File: src/rtl/instr_fetch_unit.sv
// instr_fetch_unit
// Fetch stage in front of the control unit. It owns the PC, issues one
// instruction-memory read at a time and holds the returned word until
// decode accepts it. A redirect loads a new PC and squashes any fetch
// still in flight. A halt opcode (3'b111) stops fetching until reset.
//
// state   | meaning
// --------+------------------------------------------------------------
// S_IDLE  | after reset; waiting for start
// S_FETCH | imem_req high for this single cycle at imem_addr
// S_WAIT  | request issued; waiting for imem_rvalid (dropped if discard)
// S_HOLD  | instr_valid high until decode takes the word or a redirect
// S_HALT  | halt opcode fetched; sticky until reset
module instr_fetch_unit #(
    parameter int                ADDR_W     = 8,
    parameter int                INSTR_W    = 16,
    parameter logic [ADDR_W-1:0] START_ADDR = '0
) (
    input  logic               clk_i,
    input  logic               reset_i,
    input  logic               start_i,
    output logic               imem_req_o,
    output logic [ADDR_W-1:0]  imem_addr_o,
    input  logic               imem_rvalid_i,
    input  logic [INSTR_W-1:0] imem_rdata_i,
    output logic               instr_valid_o,
    input  logic               instr_ready_i,
    output logic [INSTR_W-1:0] instr_o,
    output logic [2:0]         opcode_o,
    output logic [ADDR_W-1:0]  pc_out_o,
    input  logic               redirect_i,
    input  logic [ADDR_W-1:0]  redirect_addr_i,
    output logic               halted_o
);

    localparam logic [2:0] OP_HALT = 3'b111;

    typedef enum logic [2:0] {
        S_IDLE  = 3'd0,
        S_FETCH = 3'd1,
        S_WAIT  = 3'd2,
        S_HOLD  = 3'd3,
        S_HALT  = 3'd4
    } state_t;

    state_t               state_q;
    logic [ADDR_W-1:0]    pc_q;
    logic                 discard_q;
    logic                 imem_req_q;
    logic [ADDR_W-1:0]    imem_addr_q;
    logic                 instr_valid_q;
    logic [INSTR_W-1:0]   instr_q;
    logic [2:0]           opcode_q;
    logic [ADDR_W-1:0]    pc_out_q;
    logic                 halted_q;

    logic [ADDR_W-1:0]    pc_inc_d;
    logic [2:0]           rd_opcode_d;

    // Next sequential PC (wraps naturally at 2^ADDR_W) and opcode of the returning word
    always_comb begin
        pc_inc_d    = pc_q + ADDR_W'(1);
        rd_opcode_d = imem_rdata_i[INSTR_W-1 -: 3];
    end

    // Fetch FSM; every output is a register updated alongside the state
    always_ff @(posedge clk_i) begin
        if (reset_i) begin
            state_q       <= S_IDLE;
            pc_q          <= START_ADDR;
            discard_q     <= 1'b0;
            imem_req_q    <= 1'b0;
            imem_addr_q   <= '0;
            instr_valid_q <= 1'b0;
            instr_q       <= '0;
            opcode_q      <= 3'b000;
            pc_out_q      <= '0;
            halted_q      <= 1'b0;
        end else begin
            case (state_q)
                S_IDLE: begin
                    if (start_i) begin
                        state_q     <= S_FETCH;
                        imem_req_q  <= 1'b1;
                        imem_addr_q <= pc_q;
                    end
                end

                S_FETCH: begin
                    // The request at the old PC is already on the bus, so a
                    // redirect here can only mark its answer as stale.
                    imem_req_q <= 1'b0;
                    state_q    <= S_WAIT;
                    if (redirect_i) begin
                        pc_q      <= redirect_addr_i;
                        discard_q <= 1'b1;
                    end
                end

                S_WAIT: begin
                    if (redirect_i) begin
                        pc_q <= redirect_addr_i;
                        if (imem_rvalid_i) begin
                            // Word arrives with the jump: drop it and refetch at the target
                            discard_q   <= 1'b0;
                            state_q     <= S_FETCH;
                            imem_req_q  <= 1'b1;
                            imem_addr_q <= redirect_addr_i;
                        end else begin
                            discard_q <= 1'b1;
                        end
                    end else if (imem_rvalid_i) begin
                        if (discard_q) begin
                            discard_q   <= 1'b0;
                            state_q     <= S_FETCH;
                            imem_req_q  <= 1'b1;
                            imem_addr_q <= pc_q;
                        end else begin
                            instr_q  <= imem_rdata_i;
                            opcode_q <= rd_opcode_d;
                            pc_out_q <= pc_q;
                            pc_q     <= pc_inc_d;
                            if (rd_opcode_d == OP_HALT) begin
                                state_q  <= S_HALT;
                                halted_q <= 1'b1;
                            end else begin
                                state_q       <= S_HOLD;
                                instr_valid_q <= 1'b1;
                            end
                        end
                    end
                end

                S_HOLD: begin
                    // Redirect wins over ready; either way the held word is released
                    if (redirect_i) begin
                        pc_q          <= redirect_addr_i;
                        instr_valid_q <= 1'b0;
                        state_q       <= S_FETCH;
                        imem_req_q    <= 1'b1;
                        imem_addr_q   <= redirect_addr_i;
                    end else if (instr_ready_i) begin
                        instr_valid_q <= 1'b0;
                        state_q       <= S_FETCH;
                        imem_req_q    <= 1'b1;
                        imem_addr_q   <= pc_q;
                    end
                end

                S_HALT: begin
                    imem_req_q <= 1'b0;
                    halted_q   <= 1'b1;
                end

                default: begin
                    state_q    <= S_IDLE;
                    imem_req_q <= 1'b0;
                end
            endcase
        end
    end

    // Drive ports straight from the registers
    always_comb begin
        imem_req_o    = imem_req_q;
        imem_addr_o   = imem_addr_q;
        instr_valid_o = instr_valid_q;
        instr_o       = instr_q;
        opcode_o      = opcode_q;
        pc_out_o      = pc_out_q;
        halted_o      = halted_q;
    end

endmodule

File: config.mk
export PLATFORM = sky130hd
export DESIGN_NAME = instr_fetch_unit
export DESIGN_NICKNAME = d
export VERILOG_FILES = /design/src/rtl/instr_fetch_unit.sv
export SDC_FILE = /design/constraint.sdc
export NUM_CORES = 1
export LEC_CHECK = 0
export ABC_AREA = 1
export BUFFER_PORTS_ARGS = -buffer_cell sky130_fd_sc_hd__buf_4
export CAP_MARGIN = 40
export CELL_PAD_IN_SITES_DETAIL_PLACEMENT = 2
export CELL_PAD_IN_SITES_GLOBAL_PLACEMENT = 2
export CORE_MARGIN = 2
export CORE_UTILIZATION = 27
export DETAILED_ROUTE_END_ITERATION = 7
export GPL_TIMING_DRIVEN = 0
export PLACE_DENSITY_LB_ADDON = 0.1
export SLEW_MARGIN = 20
export SYNTH_ARGS = -nofsm -noshare
export SYNTH_HDL_FRONTEND = slang
export SYNTH_SLANG_ARGS = --single-unit
File: constraint.sdc
create_clock -name clk_i -period 2 [get_ports clk_i]
set_clock_uncertainty 0.15 [all_clocks]
set_input_delay 0.3 -clock clk_i [delete_from_list [all_inputs] [get_ports clk_i]]
set_output_delay 0.3 -clock clk_i [all_outputs]
set_load 0.01 [all_outputs]
# After elaboration in Yosys (flattened, before gate mapping)
# Cells that the tools add are included.
dict set report op_classes {
  n_addsub 1
  n_eq_ne 17
  muxes 47
  bitwise_logic 3
  n_reduce_logical 15
}
# op n
set op_table {}
lappend op_table {{8-bit 2-to-1 mux} 11}
lappend op_table {{3-bit 2-to-1 mux} 8}
lappend op_table {{8-bit one-hot mux with 3 select lines} 1}
lappend op_table {{1-bit 2-to-1 mux} 21}
lappend op_table {{8-bit one-hot mux with 2 select lines} 1}
lappend op_table {{4-bit AND reduction} 4}
lappend op_table {{3-bit one-hot mux with 5 select lines} 1}
lappend op_table {{2-bit inequality test (second input constant)} 7}
lappend op_table {{3-bit inequality test (second input constant)} 4}
lappend op_table {{5-bit AND reduction} 2}
lappend op_table {{8-bit by 1-bit adder with 8-bit output (second input constant)} 1}
lappend op_table {{2-bit nonzero test} 4}
lappend op_table {{3-bit by 2-bit equality test with 1-bit output (second input constant)} 2}
lappend op_table {{3-bit equality test (second input constant)} 2}
lappend op_table {{1-bit one-hot mux with 2 select lines} 3}
lappend op_table {{6-bit AND reduction} 1}
lappend op_table {{3-bit by 1-bit equality test with 1-bit output (second input constant)} 1}
lappend op_table {{3-bit logical NOT} 1}
lappend op_table {{1-bit NOT} 3}
lappend op_table {{1-bit one-hot mux with 3 select lines} 1}
lappend op_table {{3-bit AND reduction} 1}
lappend op_table {{3-bit nonzero test} 1}
lappend op_table {{2-bit by 1-bit inequality test with 1-bit output (second input constant)} 1}
lappend op_table {{2-bit OR reduction} 1}
dict set report totals {
  register_bits 50
  in_bits 30
  out_inout_bits 38
  wordCells 93
}

# Logic depth before layout (Yosys ltp)
# Gate-level depths: netlist of the first run.
dict set report depth {
  ltp_word 6
  ltp_mapped 10
  mapped_depth_nobuf 9
}

# Worst setup path before layout of the first run
# OpenSTA, ideal clock, no wires.
dict set report synth_path {
  kind {register to register}
  from {register state_q[0]}
  to {register imem_addr_q[7], in the netlist imem_addr_o[7]}
  arrival_ns 1.171
  t_required_ns 1.735
  path_slack_ns 0.564
  stages_incl_launch_ff 9
  n_path_buf 1
  synth_period_minus_slack_ns 1.436
  path_cell_list {dfxtp_1 > nor2_2 > nand3_1 > nand2_2 > nor2_4 > buf_6 > nand3_1 > nand2_1 > nor2_1}
}
dict set report synth_via {
  elab_chain_cells 3
  word_cells_on_any_way 10
  classes_between {eq/ne: 6; mux: 1; reduce/logical: 3}
}
# element line_no
set synth_rtl {}
lappend synth_rtl {{start: declaration} 46} ;# state_t state_q;
lappend synth_rtl {{start signal: assignment} 69} ;# state_q <= S_IDLE;
lappend synth_rtl {{start signal: assignment} 83} ;# state_q <= S_FETCH;
lappend synth_rtl {{start signal: assignment} 93} ;# state_q <= S_WAIT;
lappend synth_rtl {{3-bit by 2-bit equality test with 1-bit output / 3-bit logical NOT (equally long branches)} 80} ;# case (state_q)
lappend synth_rtl {{3-bit inequality test (no source line) (tied with other cells)} -}
lappend synth_rtl {{5-bit AND reduction (no source line)} -}
lappend synth_rtl {{end signal: assignment} 85} ;# imem_addr_q <= pc_q;
lappend synth_rtl {{end signal: assignment} 108} ;# imem_addr_q <= redirect_addr_i;
lappend synth_rtl {{end signal: assignment} 117} ;# imem_addr_q <= pc_q;
lappend synth_rtl {{end: declaration} 50} ;# logic [ADDR_W-1:0] imem_addr_q;
# Several ways; a longest one is shown, not always the timed one.
# A chain may end at the register's enable or synchronous reset.

# Final worst setup path of the first run
# Same ends and word-level chain as after synthesis.

==> metrics, run 1 <==
buffers inserted during post-CTS setup optimization 0; wire length reported by the detailed router 7.695 mm; most instantiated cells after synthesis sky130_fd_sc_hd__nand2_1 (70), sky130_fd_sc_hd__nor2_1 (63), sky130_fd_sc_hd__dfxtp_1 (47); total negative slack 0 ns; Die Outline Area 9523 um2; CTS tree built; Final Util 0.3585; growth of design area from synthesis to finish 30.26%; DRC violation count after routing 0; final hold viol count 0; most frequently used cell type in the post-synthesis netlist sky130_fd_sc_hd__nand2_1; minimum setup slack among reg-to-reg paths 0.26 ns; Boundary Pins 68; Syn Area/Cell 6.643 um2; most used flip-flop cell after synthesis sky130_fd_sc_hd__dfxtp_1; critical path capture point type flip-flop; number of antenna repair diodes 0; standard cell area after detailed placement 2995 um2; post-DR wirelength/cell 14.30 um; path category of the worst min-delay check primary input to flip-flop; buffer depth of the longest clock path 2; transition time at the pin with the least slew margin 0.4571 ns; arrival time worst endpoint 1.80 ns; Die Y-Extent 97.59 um; starting density of the core 0.2752; critical register-to-register path startpoint state_q[0]; GPL Wtd Cong 0.7952; Final Max Slew Viols 0; count of nets after finishing 460; Top Layer Used met4; largest net degree at the start of global routing 15; cell taking the most area after synthesis sky130_fd_sc_hd__dfxtp_1; FF-to-FF path depth 8; clock latency on the worst-skew pair 0.30 ns; count of final setup violators 0; drt via density 4.680; FMAX 573.1 MHz; Detailed Place HPWL 6.102 mm; number of placement rows 34; result of the run finished clean; number of buffers added to fix hold violations after cts 0; count of routing violations after the opening detailed-route iteration 32; global-route wire length before repair 13.41 mm; Syn Inst Count 356; met1 wire length 3.458 mm; area of combinational cells with multiple inputs 1170 um2; Overall Global Routing Usage 0.1708; vias in the first global route 2,740; end point of the critical path imem_addr_o[7]; fraction of registers with async set or reset after synthesis 0; area taken by flip-flops and latches 940.9 um2; count of unique library cells instantiated by Yosys 24; filler cell count 1,083; area of the core region 8593 um2; clock-pin transition on the worst setup and hold timing paths 0.09 ns; critical path startpoint state_q[0]; VDD IR max 0.2699 mV; Pre-Repair DR Iteration Count 4; gr ovfl total 0; share of post-route cells with drive strength above 1 0.2535; met3 routed wirelength 335 um; number of enable flip-flop cells after synthesis 0; standby leakage power 1.495 nW; Max Cap Violations 0; max-slew headroom at the worst pin 0.6952; cell types with the largest area share after synthesis sky130_fd_sc_hd__dfxtp_1 (40%), sky130_fd_sc_hd__nand2_1 (11%), sky130_fd_sc_hd__nor2_1 (10%), sky130_fd_sc_hd__o21ai_0 (9.5%), sky130_fd_sc_hd__a21oi_1 (5.9%); antenna violations before repair 0; sequential share of the synthesized area 0.3979; number of buffers inserted during clock tree synthesis 5; minimum period implied by the final worst setup slack 1.745 ns; worst-path fanout max 10; Critical R2R Capture imem_addr_o[7]; area share of the largest cell type after synthesis 0.3979; Setup Slack @ Placement 0.2290 ns; I/O Buffers 66; total number of vias 2,518; root buffer selected by CTS sky130_fd_sc_hd__clkbuf_8; Die X 97.59 um; Data required, critical path 2.06 ns; area of the mapped netlist 2365 um2; worst setup path category flip-flop to flip-flop; CTS H-Tree Depth 2; final period utilization 0.8724; Post-Route Hold Slack 0.06170 ns; detailed-routed wire length on met2 3.835 mm; unrepaired setup endpoints after global routing no; Post-Syn Nets 387; Design Area, Final 3080 um2; count of antenna-violating nets left after detailed routing 0; flip-flop and latch count after synthesis 47; final worst slack 0.2552 ns; Warnings, synthesis 0; kind of start point of the critical path flip-flop; power density normalized to cell area 940.0 nW/um2; sink count of the clock tree 47; total of cells resized after clock tree synthesis 0
worst min-delay path by stage:
stage	from	end	slack, ns	depth (start not counted)
final	imem_rdata_i[2]	instr_o[2]	0.06	3
after global routing	imem_rdata_i[4]	instr_o[4]	0.07	3
after CTS	imem_rdata_i[2]	instr_o[2]	0.05	3
after detailed placement	halted_o	halted_o	0.30	2
after global placement	halted_o	halted_o	0.29	2
after floorplan	imem_rdata_i[14]	instr_o[14]	0.28	2
report_power, final:
part | switching [mW] | internal, mW
combinational | 0.649 | 0.459
sequential | 0.114 | 1.08
clock | 0.343 | 0.245
total | 1.11 | 1.79
metal layers:
| metal | GRT usage | vias up |
|---|---|---|
| li1 | - | 1281 |
| met4 | 0.03526 | 0 |
| met5 | 0 | - |
| met1 | 0.2112 | 1189 |
| met2 | 0.3045 | 43 |
| met3 | 0.03741 | 5 |
flip-flops by register name (all words and copies together) (netlist names):
name / count
state_q: 3
halted_o: 1
discard_q: 1
pc_out_o: 8
instr_valid_o: 1
pc_q: 8
imem_addr_o: 8
imem_req_o: 1
instr_o: 16
stage by stage:
step / cells / power [mW]
detailed placement: 530 / 2.357
finish: 538 / 2.896
global placement: 530 / 2.316
global route: 538 / 3.173
CTS: 538 / 2.969
floorplan: 356 / 1.931
cell families after synthesis:
logic type	count (synthesis)	share of synthesized area
AOI/OAI and AO/OA	76	0.1630
adders and majority gates	1	0.005290
buffers and inverters	53	0.1074
DFF	47	0.3979
and+or+nand+nor	179	0.3265
critical path, stage by stage, from the launching register on:
cell and delay (ns):
sky130_fd_sc_hd__dfxtp_1 0.46, sky130_fd_sc_hd__nor2_2 0.10, sky130_fd_sc_hd__nand3_1 0.22, sky130_fd_sc_hd__nand2_2 0.14, sky130_fd_sc_hd__nor2_4 0.22, sky130_fd_sc_hd__buf_6 0.17
sky130_fd_sc_hd__nand3_1 0.08, sky130_fd_sc_hd__nand2_1 0.07, sky130_fd_sc_hd__nor2_1 0.04
cell type report:
cell class,instances,share of cell area
clock inverter,2,0.004062
inverter,33,0.04021
tap,108,0.04387
buffer,20,0.04224
sequential,47,0.3054
multi-input combinational,256,0.3798
timing repair buffer,66,0.1608
clock buffer,6,0.02356
layout by cell type (no fill, tap or decap):
| cell | count |
|---|---|
| sky130_fd_sc_hd__buf_2 | 8 |
| sky130_fd_sc_hd__nor2_1 | 63 |
| sky130_fd_sc_hd__o22ai_1 | 1 |
| sky130_fd_sc_hd__clkinv_2 | 1 |
| sky130_fd_sc_hd__nand3_1 | 28 |
| sky130_fd_sc_hd__inv_1 | 30 |
| sky130_fd_sc_hd__nor2_2 | 2 |
| sky130_fd_sc_hd__nand4_1 | 2 |
| sky130_fd_sc_hd__a21oi_1 | 28 |
| sky130_fd_sc_hd__dfxtp_1 | 47 |
| sky130_fd_sc_hd__buf_1 | 1 |
| sky130_fd_sc_hd__nand2_2 | 7 |
| sky130_fd_sc_hd__buf_4 | 72 |
| sky130_fd_sc_hd__ha_1 | 1 |
| sky130_fd_sc_hd__o21ai_0 | 45 |
| sky130_fd_sc_hd__nand2_1 | 70 |
| sky130_fd_sc_hd__buf_6 | 3 |
| sky130_fd_sc_hd__clkinvlp_4 | 1 |
| sky130_fd_sc_hd__inv_2 | 3 |
| sky130_fd_sc_hd__or2_2 | 1 |
| sky130_fd_sc_hd__nand3_2 | 3 |
| sky130_fd_sc_hd__clkbuf_8 | 5 |
| sky130_fd_sc_hd__a21oi_2 | 1 |
| sky130_fd_sc_hd__o21ai_1 | 1 |
| sky130_fd_sc_hd__clkbuf_1 | 3 |
| sky130_fd_sc_hd__nor3_1 | 1 |
| sky130_fd_sc_hd__nor2_4 | 2 |
Note: power is estimated with default switching activity, not from simulation.
==> run 2: changes to the inputs <==
--- a/config.mk
+++ b/config.mk
@@ -11,7 +11,8 @@
 export CELL_PAD_IN_SITES_DETAIL_PLACEMENT = 2
 export CELL_PAD_IN_SITES_GLOBAL_PLACEMENT = 2
 export CORE_MARGIN = 2
-export CORE_UTILIZATION = 27
+export CORE_UTILIZATION = 28
+export CTS_BUF_LIST = sky130_fd_sc_hd__clkbuf_4 sky130_fd_sc_hd__clkbuf_8
 export DETAILED_ROUTE_END_ITERATION = 7
 export GPL_TIMING_DRIVEN = 0
 export PLACE_DENSITY_LB_ADDON = 0.1
==> metrics, run 2 (synthesis results as in run 1) <==
kind of start point of the critical path flip-flop; CTS tree built; CTS H-Tree Depth 2; number of antenna repair diodes 0; buffer depth of the longest clock path 2; global-route wire length before repair 13.10 mm; count of nets after finishing 460; Final Max Slew Viols 0; total of cells resized after clock tree synthesis 0; FMAX 576.3 MHz; standard cell area after detailed placement 2992 um2; most common cell after layout, fill and taps aside sky130_fd_sc_hd__buf_4; Max Cap Violations 0; post-layout power 2.935 mW; VDD IR max 0.2663 mV; post-DR wirelength/cell 14.65 um; final worst slack 0.2647 ns; Data required, critical path 2.08 ns; buffers inserted during post-CTS setup optimization 0; gr ovfl total 0; sink count of the clock tree 47; count of routing violations after the opening detailed-route iteration 44; Boundary Pins 68; max-slew headroom at the worst pin 0.6962; worst setup path category flip-flop to flip-flop; Die X 95.90 um; Die Y-Extent 95.90 um; largest net degree at the start of global routing 15; number of placement rows 33; final hold viol count 0; worst-path fanout max 10; final period utilization 0.8677; number of buffers added to fix hold violations after cts 0; Die Outline Area 9197 um2; root buffer selected by CTS sky130_fd_sc_hd__clkbuf_8; antenna violations before repair 0; vias in the first global route 2,643; Detailed Place HPWL 6.163 mm; minimum setup slack among reg-to-reg paths 0.26 ns; Overall Global Routing Usage 0.1817; Setup Slack @ Placement 0.2628 ns; result of the run finished clean; commonest cells after routing, fill and taps aside sky130_fd_sc_hd__buf_4 (72), sky130_fd_sc_hd__nand2_1 (70), sky130_fd_sc_hd__nor2_1 (63); DRC violation count after routing 0; path category of the worst min-delay check primary input to flip-flop; arrival time worst endpoint 1.82 ns; power density normalized to cell area 952.9 nW/um2; clock latency on the worst-skew pair 0.30 ns; unrepaired setup endpoints after global routing no; Post-Route Hold Slack 0.06690 ns; share of post-route cells with drive strength above 1 0.2558; Pre-Repair DR Iteration Count 6; total number of vias 2,537; standby leakage power 1.499 nW; growth of design area from synthesis to finish 30.26%; area of the core region 8217 um2; Design Area, Final 3080 um2; starting density of the core 0.2878; I/O Buffers 66; critical path capture point type flip-flop; GPL Wtd Cong 0.7914; count of antenna-violating nets left after detailed routing 0; count of final setup violators 0; wire length reported by the detailed router 7.839 mm; minimum period implied by the final worst setup slack 1.735 ns; drt via density 4.742; number of buffers inserted during clock tree synthesis 5; transition time at the pin with the least slew margin 0.4540 ns; total negative slack 0 ns; number of flip-flops under the largest register name 16; clock-pin transition on the worst setup and hold timing paths 0.10 ns
run 2: cell counts in the layout (fill, tap and decap cells not counted):
Identical to the previous run, type by type.
run 2: stage by stage:
stage,utilization,std cells
final,0.3749,535
after global routing,0.3749,535
after CTS,0.3749,535
after detailed placement,0.3641,527
after global placement,0.3641,527
after floorplan,-,356
run 2: worst max-delay path: stages, from the launching register on:
cell and delay, ns:
sky130_fd_sc_hd__dfxtp_1 0.43, sky130_fd_sc_hd__inv_1 0.13, sky130_fd_sc_hd__nand2_2 0.12, sky130_fd_sc_hd__nand2_1 0.06, sky130_fd_sc_hd__nand2_1 0.06, sky130_fd_sc_hd__nand3_2 0.21
sky130_fd_sc_hd__inv_2 0.21, sky130_fd_sc_hd__o21ai_0 0.13, sky130_fd_sc_hd__a21oi_1 0.15
run 2: per-layer routing:
layer / vias up / global-route usage / routed length (um)
met3: 5 / 0.03994 / 313
met4: 0 / 0.03929 / 56
met5: - / 0 / 0
met2: 42 / 0.3223 / 3870
li1: 1283 / - / -
met1: 1207 / 0.2248 / 3599
run 2: path summary, 6_finish.rpt:
path,endpoint,cells past startpoint,from
worst min-delay path,instr_o[12],3,imem_rdata_i[12]
worst max register to register,pc_q[2],8,state_q[2]
worst min register to register,halted_o,2,halted_o
worst max-delay path,pc_q[2],8,state_q[2]
run 2: report_power, final:
part	switching, mW	internal [mW]	leakage, nW
Combinational	0.662	0.460	1.07
Sequential	0.117	1.08	0.383
Clock	0.352	0.259	0.0446
run 2: cell type report:
class                           count  area [um2]
Tap cell                          105       131.4
Buffer                             20       130.1
Sequential cell                    47       940.9
Timing Repair Buffer               66       495.5
Inverter                           33       123.9
Multi-Input combinational cell    256        1170
Fill cell                        1029        5136
Clock buffer                        6       76.32
Clock inverter                      2       12.51
==> run 3: changes to the inputs <==
==> constraint.sdc (replaced) <==
create_clock -name clk_i -period 1.7 [get_ports clk_i]
set_clock_uncertainty 0.15 [all_clocks]
set_input_delay 0.255 -clock clk_i [delete_from_list [all_inputs] [get_ports clk_i]]
set_output_delay 0.255 -clock clk_i [all_outputs]
set_load 0.01 [all_outputs]
==> metrics, run 3 (synthesis results as in run 1) <==
drt via density 4.792; Die X 95.90 um; buffers inserted during post-CTS setup optimization 0; DRC violation count after routing 0; largest incremental delay on the critical path 0.38 ns; count of nets after finishing 459; I/O Buffers 66; worst setup path category flip-flop to flip-flop; result of the run finished clean; total number of vias 2,559; CTS tree built; number of antenna repair diodes 0; Final Max Slew Viols 0; area of combinational cells with multiple inputs 1210 um2; max-slew headroom at the worst pin 0.7116; largest net degree at the start of global routing 15; filler cell count 1,021; count of routing violations after the opening detailed-route iteration 50; count of final setup violators 0; critical path capture point type flip-flop; share of post-route cells with drive strength above 1 0.2704; vias in the first global route 2,644; antenna violations before repair 0; most common cell after layout, fill and taps aside sky130_fd_sc_hd__buf_4; kind of start point of the critical path flip-flop; total negative slack 0 ns; root buffer selected by CTS sky130_fd_sc_hd__clkbuf_8; standby leakage power 1.507 nW; wire length reported by the detailed router 7.960 mm; Boundary Pins 68; Pre-Repair DR Iteration Count 4; number of flip-flops under the largest register name 16; FMAX 604.2 MHz; number of placement rows 33; area taken by flip-flops and latches 945.9 um2; area of the core region 8217 um2; clock latency on the worst-skew pair 0.30 ns; arrival time worst endpoint 1.76 ns; sink count of the clock tree 47; Detailed Place HPWL 6.163 mm; unrepaired setup endpoints after global routing yes; number of buffers inserted during clock tree synthesis 5; CTS H-Tree Depth 2; post-DR wirelength/cell 14.91 um; VDD IR max 0.3136 mV; GPL Wtd Cong 0.7914; Data required, critical path 1.80 ns; clock-pin transition on the worst setup and hold timing paths 0.10 ns; Die Y-Extent 95.90 um; transition time at the pin with the least slew margin 0.4326 ns; Max Cap Violations 0; Overall Global Routing Usage 0.1815; buffer depth of the longest clock path 2; growth of design area from synthesis to finish 32.65%; Slowest cell on crit path sky130_fd_sc_hd__dfxtp_4; power density normalized to cell area 1116 nW/um2; library cell appearing most often on the critical path sky130_fd_sc_hd__nand2_1; minimum period implied by the final worst setup slack 1.655 ns; Die Outline Area 9197 um2; commonest cells after routing, fill and taps aside sky130_fd_sc_hd__buf_4 (73), sky130_fd_sc_hd__nand2_1 (70), sky130_fd_sc_hd__nor2_1 (60); cell-by-cell trace of the critical path nor2_4 -> nand2_1 -> clkbuf_4 -> a21oi_1 -> nor2_2 -> nand2_1 -> nand2_1 -> nor2_1; post-layout power 3.502 mW; starting density of the core 0.2878; path category of the worst min-delay check primary input to flip-flop; final hold viol count 0; final period utilization 0.9736; worst-path fanout max 10; global-route wire length before repair 13.10 mm; gr ovfl total 0; count of antenna-violating nets left after detailed routing 0
## run 3: cell types whose count changed in the layout (fill, tap and decap cells not counted), sizes merged
cell,previous run,this run
clkbuf,8,10
buf,84,81
## run 3: path summary, 6_finish.rpt
kind,startpoint,slack (ns),depth (start not counted),to
min reg2reg,halted_o,0.31,2,halted_o
max,state_q[2],0.04,8,instr_valid_o
max reg2reg,state_q[2],0.04,8,instr_valid_o
min,imem_rdata_i[1],0.02,3,instr_o[1]
## run 3: area by class of cell
class / count / area share
plain buffers: 19 / 0.04428
clock buffers: 6 / 0.02433
clock inverters: 2 / 0.003989
inverters: 33 / 0.04029
multi-input cells: 256 / 0.3857
flip-flops and latches: 47 / 0.3016
well taps: 105 / 0.04188
repair buffers: 66 / 0.1580
## run 3: metal layers
metal | global-route usage | share of wire
met1 | 0.2229 | 0.45
met2 | 0.3240 | 0.50
met3 | 0.03994 | 0.042
met4 | 0.03929 | 0.0072
met5 | 0 | 0
## run 3: per-stage QoR
stage / instances / hold WS [ns] / util / setup WS, ns / area, um2
floorplan: 356 / 0.2399 / - / 0.2642 / 2365
global placement: 527 / 0.2888 / 0.3641 / -0.0004823 / 2992
detailed placement: 527 / 0.2987 / 0.3641 / -0.03544 / 2992
CTS: 535 / 0.01218 / 0.3764 / 0.03654 / 3093
global route: 534 / 0.01836 / 0.3818 / -0.05935 / 3137
finish: 534 / 0.02066 / 0.3818 / 0.04487 / 3137
## run 3: timing repair
action                     in CTS  in global routing
setup endpoints to repair       9                 37
gates resized for setup         5                 16
pin swaps                       0                  4
hold buffers                    0                  0
## run 3: report_power, final
group | internal [mW] | switching, mW | leakage (nW)
registers | 1.28 | 0.144 | 0.384
logic | 0.561 | 0.799 | 1.08
clock network | 0.305 | 0.417 | 0.0446
## run 3: worst max-delay path, delay by kind of cell (launching register included)
| kind | cells | cell delay, ns |
|---|---|---|
| AOI/OAI and AO/OA | 1 | 0.22 |
| buffers and inverters | 1 | 0.23 |
| DFF | 1 | 0.38 |
| and+or+nand+nor | 6 | 0.62 |
